**src/rtl/ds_frame_ctrl_if.sv**
```systemverilog
// Frame-controller bus: start/configuration, pixel handshake, mapper drive and status.
// master = frame source / mapper side, slave = ds_frame_ctrl.
interface ds_frame_ctrl_if #(
    parameter int AWIDTH = 11,
    parameter int EXTEND = 30
);
    logic                       start;
    logic [AWIDTH-1:0]          cfg_width;
    logic [AWIDTH-1:0]          cfg_height;
    logic [AWIDTH-1:0]          cfg_out_width;
    logic [AWIDTH-1:0]          cfg_out_height;
    logic                       s_valid;
    logic                       s_ready;
    logic                       vacancy;
    logic [AWIDTH-1:0]          width;
    logic [AWIDTH-1:0]          height;
    logic [AWIDTH+EXTEND-1:0]   resolution_width;
    logic [AWIDTH+EXTEND-1:0]   resolution_height;
    logic [AWIDTH-1:0]          cnt_col;
    logic [AWIDTH-1:0]          cnt_row;
    logic                       map_valid;
    logic                       map_clken;
    logic [2*AWIDTH-1:0]        kept_count;
    logic                       busy;
    logic                       done;
    logic                       cfg_err;

    modport master (
        output start, cfg_width, cfg_height, cfg_out_width, cfg_out_height,
        output s_valid, vacancy,
        input  s_ready, width, height, resolution_width, resolution_height,
        input  cnt_col, cnt_row, map_valid, map_clken, kept_count, busy, done, cfg_err
    );

    modport slave (
        input  start, cfg_width, cfg_height, cfg_out_width, cfg_out_height,
        input  s_valid, vacancy,
        output s_ready, width, height, resolution_width, resolution_height,
        output cnt_col, cnt_row, map_valid, map_clken, kept_count, busy, done, cfg_err
    );
endinterface

```
**src/rtl/ds_frame_ctrl.sv**
```systemverilog
// Frame sequencer for the SGM downsample path: validates geometry, divides out the
// fixed-point resolution steps, then walks one raster frame and counts kept pixels.
//
// state  | meaning
// IDLE   | waiting for start; cfg latched and checked on start
// CALC   | restoring division, one quotient bit per cycle, AWIDTH+EXTEND cycles
// RUN    | pixel handshake open, raster counters advance on each fire
// DONE   | one-cycle end-of-frame pulse
module ds_frame_ctrl #(
    parameter int AWIDTH = 11,
    parameter int EXTEND = 30
) (
    input  logic             clk,
    input  logic             rst,
    ds_frame_ctrl_if.slave   bus
);
    localparam int QW = AWIDTH + EXTEND;
    localparam int KW = 2 * AWIDTH;
    localparam int CW = $clog2(QW);

    localparam logic [1:0] S_IDLE = 2'd0;
    localparam logic [1:0] S_CALC = 2'd1;
    localparam logic [1:0] S_RUN  = 2'd2;
    localparam logic [1:0] S_DONE = 2'd3;

    logic [1:0]        state_q, state_d;
    logic [AWIDTH-1:0] width_q, width_d, height_q, height_d;
    logic [AWIDTH-1:0] owidth_q, owidth_d, oheight_q, oheight_d;
    logic [QW-1:0]     dvd_w_q, dvd_w_d, dvd_h_q, dvd_h_d;
    logic [AWIDTH-1:0] rem_w_q, rem_w_d, rem_h_q, rem_h_d;
    logic [QW-1:0]     quo_w_q, quo_w_d, quo_h_q, quo_h_d;
    logic [QW-1:0]     res_w_q, res_w_d, res_h_q, res_h_d;
    logic [CW-1:0]     div_cnt_q, div_cnt_d;
    logic [AWIDTH-1:0] col_q, col_d, row_q, row_d;
    logic [KW-1:0]     kept_q, kept_d;
    logic              cfg_err_q, cfg_err_d;

    logic              fire;
    logic              cfg_bad;
    logic [AWIDTH:0]   part_w, part_h;
    logic              qbit_w, qbit_h;
    logic [AWIDTH-1:0] rem_w_nx, rem_h_nx;
    logic [QW-1:0]     quo_w_nx, quo_h_nx;

    assign fire = bus.s_valid && (state_q == S_RUN);

    assign cfg_bad = (bus.cfg_width == '0) || (bus.cfg_height == '0) ||
                     (bus.cfg_out_width == '0) || (bus.cfg_out_height == '0) ||
                     (bus.cfg_out_width > bus.cfg_width) ||
                     (bus.cfg_out_height > bus.cfg_height);

    // The partial remainder stays below the divisor, so an AWIDTH-bit subtract is exact.
    assign part_w   = {rem_w_q, dvd_w_q[QW-1]};
    assign part_h   = {rem_h_q, dvd_h_q[QW-1]};
    assign qbit_w   = (part_w >= {1'b0, owidth_q});
    assign qbit_h   = (part_h >= {1'b0, oheight_q});
    assign rem_w_nx = qbit_w ? (part_w[AWIDTH-1:0] - owidth_q)  : part_w[AWIDTH-1:0];
    assign rem_h_nx = qbit_h ? (part_h[AWIDTH-1:0] - oheight_q) : part_h[AWIDTH-1:0];
    assign quo_w_nx = {quo_w_q[QW-2:0], qbit_w};
    assign quo_h_nx = {quo_h_q[QW-2:0], qbit_h};

    always_comb begin
        state_d   = state_q;
        width_d   = width_q;
        height_d  = height_q;
        owidth_d  = owidth_q;
        oheight_d = oheight_q;
        dvd_w_d   = dvd_w_q;
        dvd_h_d   = dvd_h_q;
        rem_w_d   = rem_w_q;
        rem_h_d   = rem_h_q;
        quo_w_d   = quo_w_q;
        quo_h_d   = quo_h_q;
        res_w_d   = res_w_q;
        res_h_d   = res_h_q;
        div_cnt_d = div_cnt_q;
        col_d     = col_q;
        row_d     = row_q;
        kept_d    = kept_q;
        cfg_err_d = cfg_err_q;

        case (state_q)
            S_IDLE: begin
                if (bus.start) begin
                    width_d   = bus.cfg_width;
                    height_d  = bus.cfg_height;
                    owidth_d  = bus.cfg_out_width;
                    oheight_d = bus.cfg_out_height;
                    kept_d    = '0;
                    if (cfg_bad) begin
                        cfg_err_d = 1'b1;
                    end else begin
                        cfg_err_d = 1'b0;
                        state_d   = S_CALC;
                        dvd_w_d   = {bus.cfg_width,  {EXTEND{1'b0}}};
                        dvd_h_d   = {bus.cfg_height, {EXTEND{1'b0}}};
                        rem_w_d   = '0;
                        rem_h_d   = '0;
                        quo_w_d   = '0;
                        quo_h_d   = '0;
                        div_cnt_d = CW'(QW - 1);
                    end
                end
            end
            S_CALC: begin
                dvd_w_d = {dvd_w_q[QW-2:0], 1'b0};
                dvd_h_d = {dvd_h_q[QW-2:0], 1'b0};
                rem_w_d = rem_w_nx;
                rem_h_d = rem_h_nx;
                quo_w_d = quo_w_nx;
                quo_h_d = quo_h_nx;
                // Published steps only change on the final quotient bit.
                if (div_cnt_q == '0) begin
                    res_w_d = quo_w_nx;
                    res_h_d = quo_h_nx;
                    state_d = S_RUN;
                end else begin
                    div_cnt_d = div_cnt_q - CW'(1);
                end
            end
            S_RUN: begin
                if (fire) begin
                    if (bus.vacancy && (kept_q != '1)) begin
                        kept_d = kept_q + KW'(1);
                    end
                    if (col_q == width_q - AWIDTH'(1)) begin
                        col_d = '0;
                        if (row_q == height_q - AWIDTH'(1)) begin
                            row_d   = '0;
                            state_d = S_DONE;
                        end else begin
                            row_d = row_q + AWIDTH'(1);
                        end
                    end else begin
                        col_d = col_q + AWIDTH'(1);
                    end
                end
            end
            default: begin
                state_d = S_IDLE;
            end
        endcase
    end

    always_ff @(posedge clk or negedge rst) begin
        if (!rst) begin
            state_q   <= S_IDLE;
            width_q   <= '0;
            height_q  <= '0;
            owidth_q  <= '0;
            oheight_q <= '0;
            dvd_w_q   <= '0;
            dvd_h_q   <= '0;
            rem_w_q   <= '0;
            rem_h_q   <= '0;
            quo_w_q   <= '0;
            quo_h_q   <= '0;
            res_w_q   <= '0;
            res_h_q   <= '0;
            div_cnt_q <= '0;
            col_q     <= '0;
            row_q     <= '0;
            kept_q    <= '0;
            cfg_err_q <= 1'b0;
        end else begin
            state_q   <= state_d;
            width_q   <= width_d;
            height_q  <= height_d;
            owidth_q  <= owidth_d;
            oheight_q <= oheight_d;
            dvd_w_q   <= dvd_w_d;
            dvd_h_q   <= dvd_h_d;
            rem_w_q   <= rem_w_d;
            rem_h_q   <= rem_h_d;
            quo_w_q   <= quo_w_d;
            quo_h_q   <= quo_h_d;
            res_w_q   <= res_w_d;
            res_h_q   <= res_h_d;
            div_cnt_q <= div_cnt_d;
            col_q     <= col_d;
            row_q     <= row_d;
            kept_q    <= kept_d;
            cfg_err_q <= cfg_err_d;
        end
    end

    assign bus.s_ready           = (state_q == S_RUN);
    assign bus.map_clken         = (state_q == S_RUN);
    assign bus.map_valid         = fire;
    assign bus.busy              = (state_q != S_IDLE);
    assign bus.done              = (state_q == S_DONE);
    assign bus.width             = width_q;
    assign bus.height            = height_q;
    assign bus.resolution_width  = res_w_q;
    assign bus.resolution_height = res_h_q;
    assign bus.cnt_col           = col_q;
    assign bus.cnt_row           = row_q;
    assign bus.kept_count        = kept_q;
    assign bus.cfg_err           = cfg_err_q;
endmodule

```
**src/flat_wrapper.sv**
```systemverilog
// flat-port wrapper written by rule: the top's interface ports become plain ports
module ds_frame_ctrl_flat 
#(
    parameter int AWIDTH = 11,
    parameter int EXTEND = 30
)
  (clk, rst, bus_start, bus_cfg_width, bus_cfg_height, bus_cfg_out_width, bus_cfg_out_height, bus_s_valid, bus_vacancy, bus_s_ready, bus_width, bus_height, bus_resolution_width, bus_resolution_height, bus_cnt_col, bus_cnt_row, bus_map_valid, bus_map_clken, bus_kept_count, bus_busy, bus_done, bus_cfg_err);
  ds_frame_ctrl_if #(.AWIDTH(AWIDTH), .EXTEND(EXTEND)) bus_i ();
  input  logic clk;
  input  logic rst;
  input wire logic [$bits(bus_i.start)-1:0] bus_start;
  input wire logic [$bits(bus_i.cfg_width)-1:0] bus_cfg_width;
  input wire logic [$bits(bus_i.cfg_height)-1:0] bus_cfg_height;
  input wire logic [$bits(bus_i.cfg_out_width)-1:0] bus_cfg_out_width;
  input wire logic [$bits(bus_i.cfg_out_height)-1:0] bus_cfg_out_height;
  input wire logic [$bits(bus_i.s_valid)-1:0] bus_s_valid;
  input wire logic [$bits(bus_i.vacancy)-1:0] bus_vacancy;
  output wire logic [$bits(bus_i.s_ready)-1:0] bus_s_ready;
  output wire logic [$bits(bus_i.width)-1:0] bus_width;
  output wire logic [$bits(bus_i.height)-1:0] bus_height;
  output wire logic [$bits(bus_i.resolution_width)-1:0] bus_resolution_width;
  output wire logic [$bits(bus_i.resolution_height)-1:0] bus_resolution_height;
  output wire logic [$bits(bus_i.cnt_col)-1:0] bus_cnt_col;
  output wire logic [$bits(bus_i.cnt_row)-1:0] bus_cnt_row;
  output wire logic [$bits(bus_i.map_valid)-1:0] bus_map_valid;
  output wire logic [$bits(bus_i.map_clken)-1:0] bus_map_clken;
  output wire logic [$bits(bus_i.kept_count)-1:0] bus_kept_count;
  output wire logic [$bits(bus_i.busy)-1:0] bus_busy;
  output wire logic [$bits(bus_i.done)-1:0] bus_done;
  output wire logic [$bits(bus_i.cfg_err)-1:0] bus_cfg_err;
  assign bus_i.start = bus_start;
  assign bus_i.cfg_width = bus_cfg_width;
  assign bus_i.cfg_height = bus_cfg_height;
  assign bus_i.cfg_out_width = bus_cfg_out_width;
  assign bus_i.cfg_out_height = bus_cfg_out_height;
  assign bus_i.s_valid = bus_s_valid;
  assign bus_i.vacancy = bus_vacancy;
  assign bus_s_ready = bus_i.s_ready;
  assign bus_width = bus_i.width;
  assign bus_height = bus_i.height;
  assign bus_resolution_width = bus_i.resolution_width;
  assign bus_resolution_height = bus_i.resolution_height;
  assign bus_cnt_col = bus_i.cnt_col;
  assign bus_cnt_row = bus_i.cnt_row;
  assign bus_map_valid = bus_i.map_valid;
  assign bus_map_clken = bus_i.map_clken;
  assign bus_kept_count = bus_i.kept_count;
  assign bus_busy = bus_i.busy;
  assign bus_done = bus_i.done;
  assign bus_cfg_err = bus_i.cfg_err;
  ds_frame_ctrl #(.AWIDTH(AWIDTH), .EXTEND(EXTEND)) u_core (.clk(clk), .rst(rst), .bus(bus_i));
endmodule
```
**config.mk**
```make
export PLATFORM = sky130hd
export DESIGN_NAME = ds_frame_ctrl_flat
export DESIGN_NICKNAME = d
export VERILOG_FILES = /design/src/rtl/ds_frame_ctrl_if.sv /design/src/rtl/ds_frame_ctrl.sv /design/src/flat_wrapper.sv
export SDC_FILE = /design/constraint.sdc
export NUM_CORES = 1
export LEC_CHECK = 0
export CAP_MARGIN = 20
export CELL_PAD_IN_SITES_DETAIL_PLACEMENT = 1
export CELL_PAD_IN_SITES_GLOBAL_PLACEMENT = 1
export CORE_ASPECT_RATIO = 0.7
export CORE_MARGIN = 2
export CORE_UTILIZATION = 46
export CTS_CLUSTER_DIAMETER = 60
export CTS_CLUSTER_SIZE = 14
export DETAILED_ROUTE_END_ITERATION = 12
export PLACE_DENSITY = 0.95
export SETUP_SLACK_MARGIN = 0.1
export SLEW_MARGIN = 20
export SYNTH_ARGS = -nofsm -noshare
export SYNTH_HDL_FRONTEND = slang
export SYNTH_SLANG_ARGS = --single-unit
```
**constraint.sdc**
```tcl
create_clock -name clk -period 5.3 [get_ports clk]
set_clock_uncertainty 0.15 [all_clocks]
set_input_delay 1.06 -clock clk [delete_from_list [all_inputs] [get_ports clk]]
set_output_delay 1.06 -clock clk [all_outputs]
set_load 0.01 [all_outputs]
```
==> impl_metrics.xml <==
<?xml version="1.0" encoding="UTF-8"?>
<metrics>
  <group name="sta">
    <metric name="timing_worst_slew_pin_value" unit="ps">1130</metric>
    <metric name="layout_setup_ws" unit="ps">1280</metric>
    <metric name="setup_tns" unit="ps">0</metric>
    <metric name="maxSlewHeadroom" unit="%">24.4</metric>
    <metric name="report.final.slew_viol_count" unit="">0</metric>
    <metric name="finalHoldViolCount" unit="">0</metric>
    <metric name="period_needed" unit="ps">4020</metric>
    <metric name="timing.fmax" unit="MHz">249</metric>
    <metric name="final_cycle_share" unit="%">75.9</metric>
    <metric name="grt_setup_unrepaired" unit="">false</metric>
    <metric name="timing.final.setup_violations" unit="">0</metric>
  </group>
  <group name="placement">
    <metric name="dpl_wire_length" unit="um">33700</metric>
    <metric name="dp_cells" unit="">2261</metric>
    <metric name="pre_cts_slack" unit="ps">877</metric>
    <metric name="port_buffers" unit="">202</metric>
    <metric name="globalplace.congestion" unit="">0.921</metric>
  </group>
  <group name="synth">
    <metric name="synth.net_count" unit="">1805</metric>
    <metric name="post_synth_inst_count" unit="">1700</metric>
    <metric name="ys_seq_elements" unit="">303</metric>
    <metric name="synth_edf_count" unit="">0</metric>
    <metric name="synthArstFlopShare" unit="%">100</metric>
    <metric name="synth_sequential_area_ratio" unit="%">50.0</metric>
    <metric name="synth.distinct_cells" unit="">71</metric>
    <metric name="synthFlopType" unit="">dfrtp_1</metric>
    <metric name="syn_avg_cell_area" unit="um^2">8.92</metric>
    <metric name="syn_area" unit="um^2">15200</metric>
    <metric name="synth.yosys.warnings" unit="">0</metric>
  </group>
  <group name="cts">
    <metric name="cts_repair_resize_count" unit="">0</metric>
    <metric name="tritoncts" unit="">yes</metric>
    <metric name="cts_root_buf" unit="">clkbuf_16</metric>
    <metric name="cts_hold_buffers" unit="">0</metric>
    <metric name="clock_transition_at_the_register_clock_pins_on_the_worst_setup_and_hold_paths_after_cts" unit="ps">70</metric>
    <metric name="clock_tree.htree_level_count" unit="">1</metric>
    <metric name="max-clock-path-buffers" unit="">3</metric>
    <metric name="cts_buffers" unit="">27</metric>
    <metric name="worstSkewPairLatency" unit="ps">560</metric>
    <metric name="tritoncts_num_sinks" unit="">303</metric>
    <metric name="cts.repair_timing.setup_buffer_count" unit="">0</metric>
  </group>
  <group name="pwr">
    <metric name="power.switching" unit="W">0.00128</metric>
    <metric name="cellInternalPower" unit="W">0.00360</metric>
    <metric name="cellPowerDensity" unit="nW/um^2">266</metric>
    <metric name="worst_ir_drop_vdd" unit="uV">302</metric>
    <metric name="leakage" unit="nW">8.52</metric>
    <metric name="p_seq_share" unit="%">50.4</metric>
    <metric name="clock_network_power_share" unit="%">38.7</metric>
    <metric name="netSwitchingFraction" unit="%">26.3</metric>
    <metric name="share_comb_of_total_power" unit="%">10.9</metric>
  </group>
  <group name="grt">
    <metric name="globalRouteMet2Util" unit="%">44.4</metric>
    <metric name="grtUsageMet3" unit="%">4.50</metric>
    <metric name="grt_pass1_vias" unit="">14100</metric>
    <metric name="antenna_found_initial" unit="">0</metric>
    <metric name="grt_pass1_wl" unit="um">76900</metric>
    <metric name="groute.layer.met1.usage" unit="%">38.0</metric>
    <metric name="busiest_layer" unit="">met2</metric>
    <metric name="grt.overflow.total" unit="">0</metric>
    <metric name="largest_net_degree_at_the_start_of_global_routing" unit="">109</metric>
    <metric name="global_route.usage.total" unit="%">27.6</metric>
  </group>
  <group name="setup_path">
    <metric name="worst-path-max-fanout" unit="">13</metric>
    <metric name="critical_path.reg2reg.startpoint" unit="">u_core.state_q[1]$_DFFE_PN0P_</metric>
    <metric name="cp.required" unit="ps">4090</metric>
    <metric name="cp.arrival" unit="ps">2810</metric>
    <metric name="setup.worst_path.end_class" unit="">output port</metric>
    <metric name="cp-startpoint" unit="">u_core.state_q[0]$_DFFE_PN0P_</metric>
    <metric name="criticalPathCategory" unit="">reg -&gt; out</metric>
    <metric name="cp-start-kind" unit="">register</metric>
  </group>
  <group name="finish">
    <metric name="diodes" unit="">0</metric>
    <metric name="finalCoreUtilization" unit="%">56.7</metric>
    <metric name="p_r_area_growth_vs_syn" unit="%">21.1</metric>
    <metric name="nNetsFinal" unit="">1969</metric>
    <metric name="post_route_cells_drive_above_1_share" unit="%">4.06</metric>
    <metric name="final_cells" unit="">2300</metric>
  </group>
  <group name="routing">
    <metric name="route.final.wire_length" unit="um">47500</metric>
    <metric name="wl_per_cell" unit="um">20.7</metric>
    <metric name="avgViaCountPerCell" unit="">5.76</metric>
    <metric name="drt_first_pass_iters" unit="">5</metric>
    <metric name="detail_route.iter0.violations" unit="">1002</metric>
    <metric name="drcViolationCount" unit="">0</metric>
    <metric name="ant_nets" unit="">0</metric>
    <metric name="vias" unit="">13300</metric>
  </group>
  <group name="hold_path">
    <metric name="holdCritPathClass" unit="">reg -&gt; reg</metric>
    <metric name="timing.hold.worst.start" unit="">u_core.quo_h_q[39]$_DFFE_PN0P_</metric>
  </group>
  <group name="job">
    <metric name="maxCapViolations" unit="">0</metric>
  </group>
  <group name="outcome">
    <metric name="outcome" unit="">complete, no violations</metric>
  </group>
  <group name="die">
    <metric name="die_x" unit="um">221</metric>
    <metric name="starting_utilization_of_the_core_area" unit="%">46.8</metric>
    <metric name="rows" unit="">55</metric>
    <metric name="pin_count" unit="">203</metric>
    <metric name="floorplan.die_area" unit="um^2">34400</metric>
    <metric name="chipHeight" unit="um">156</metric>
    <metric name="fp.coreArea" unit="um^2">32400</metric>
  </group>
</metrics>
## metal layers
metal	vias to the layer above	wire, um
met1	6708	21400
met2	368	22300
met3	133	2270
met4	0	1580
li1	6046	-
met5	-	0
## worst paths after layout
path	slack [ps]	end	cells after the start
setup reg to reg	1730	u_core.bus.kept_count[19]$_DFFE_PN0P_	9
hold / removal	330	u_core.bus.resolution_height[40]$_DFFE_PN0P_	2
setup / recovery	1280	bus_map_valid	5
hold reg to reg	330	u_core.bus.resolution_height[40]$_DFFE_PN0P_	2
max in group asynchronous	3410	u_core.bus.cfg_err$_DFFE_PN0P_	2
min in group asynchronous	390	u_core.dvd_h_q[37]$_DFFE_PN0P_	1
## Yosys cell counts (all sizes together), types with 4 or more instances
library cell / instances / share of area, %
xnor2: 33 / 1.9
nand2: 525 / 13
clkbuf: 61 / 1.5
or3: 14 / 0.62
nor2b: 15 / 0.62
or4: 4 / 0.20
and2: 14 / 0.58
a211oi: 9 / 0.48
nand2b: 11 / 0.52
xor2: 27 / 1.6
o21a: 7 / 0.35
o31ai: 9 / 0.45
a21oi: 27 / 0.89
nand3: 39 / 1.4
a31oi: 9 / 0.37
and3: 12 / 0.50
nand3b: 6 / 0.30
a22o: 7 / 0.40
dfrtp: 303 / 50
nor3: 16 / 0.56
nor2: 54 / 1.3
ha: 54 / 4.5
nor4: 19 / 0.78
o2111ai: 5 / 0.29
o41ai: 5 / 0.34
o21ai: 203 / 6.7
inv: 69 / 1.7
and4: 4 / 0.24
mux2i: 41 / 2.7
nand4: 20 / 0.92
a21o: 12 / 0.59
buf: 24 / 1.0
## layout by cell type (no fill, tap or decap), types with 4 or more instances in the layout
master,netlist,final
a21oi_1,27,27
o41ai_1,4,4
nor2b_1,15,15
a21o_1,12,12
xor2_1,27,27
nor2_1,54,54
nor3_1,15,14
o21ai_0,201,201
nand4_1,19,19
xnor2_1,33,33
o2111ai_1,5,5
buf_4,11,14
or4_1,4,4
a22o_1,7,7
clkdlybuf4s50_1,0,201
nor4_1,19,19
nand3_1,37,36
ha_1,54,53
o21a_1,7,7
or3_1,12,12
clkbuf_16,0,27
o31ai_1,9,9
nand3b_1,6,6
a31oi_1,9,9
and3_1,12,11
buf_12,0,4
a211oi_1,8,7
and2_1,14,14
mux2i_1,41,41
inv_1,69,69
dfrtp_1,303,303
nand2_1,525,525
nand2b_1,9,9
## per-stage QoR
| stage | hold WS (ps) | power, W | instance area [um^2] |
|---|---|---|---|
| floorplan | 289 | 0.00272 | 15200 |
| global placement | 308 | 0.00299 | 17600 |
| detailed placement | 312 | 0.00302 | 17600 |
| CTS | 332 | 0.00491 | 18300 |
| global route | 355 | 0.00506 | 18400 |
| finish | 327 | 0.00488 | 18400 |
## critical path, stage by stage (launching register included)
cell and delay (ps):
dfrtp_1 450, inv_1 110, ha_1 550, nand2_1 230, inv_1 290, clkdlybuf4s50_1 610
## area by class of cell
cell class,instances,area (um^2)
inverters,69,259
flip-flops and latches,303,7580
clock buffers,32,714
fillers,3711,14000
clock inverters,6,70.1
repair buffers,220,2210
well taps,427,534
multi-input cells,1243,6990
## power by group through the flow
stage / clock [W] / combinational, W / sequential (W)
CTS: 0.00193 / 0.000530 / 0.00246
floorplan: 0 / 0.000228 / 0.00249
global route: 0.00202 / 0.000576 / 0.00247
detailed placement: 0 / 0.000525 / 0.00250
global placement: 0 / 0.000496 / 0.00249
finish: 0.00189 / 0.000532 / 0.00246
## cell families (layout without fill, tap and decap cells)
logic type	Yosys count	in the layout	share of synthesized area, %
and+or+nand+nor	763	763	22.1
DFF	303	303	50.0
xor gates and xnor gates	60	60	3.47
AOI/OAI and AO/OA	323	323	12.8
buffers and inverters	154	327	4.22
adders and majority gates	56	56	4.72
muxes	41	41	2.71
## flip-flops by register name, indices dropped and copies added (netlist names), 22 cells and up
name / count
u_core.bus.resolution_height: 41
u_core.bus.resolution_width: 41
u_core.quo_h_q: 40
u_core.quo_w_q: 40
u_core.bus.kept_count: 22
No activity file was read; power rests on OpenSTA's default activity.
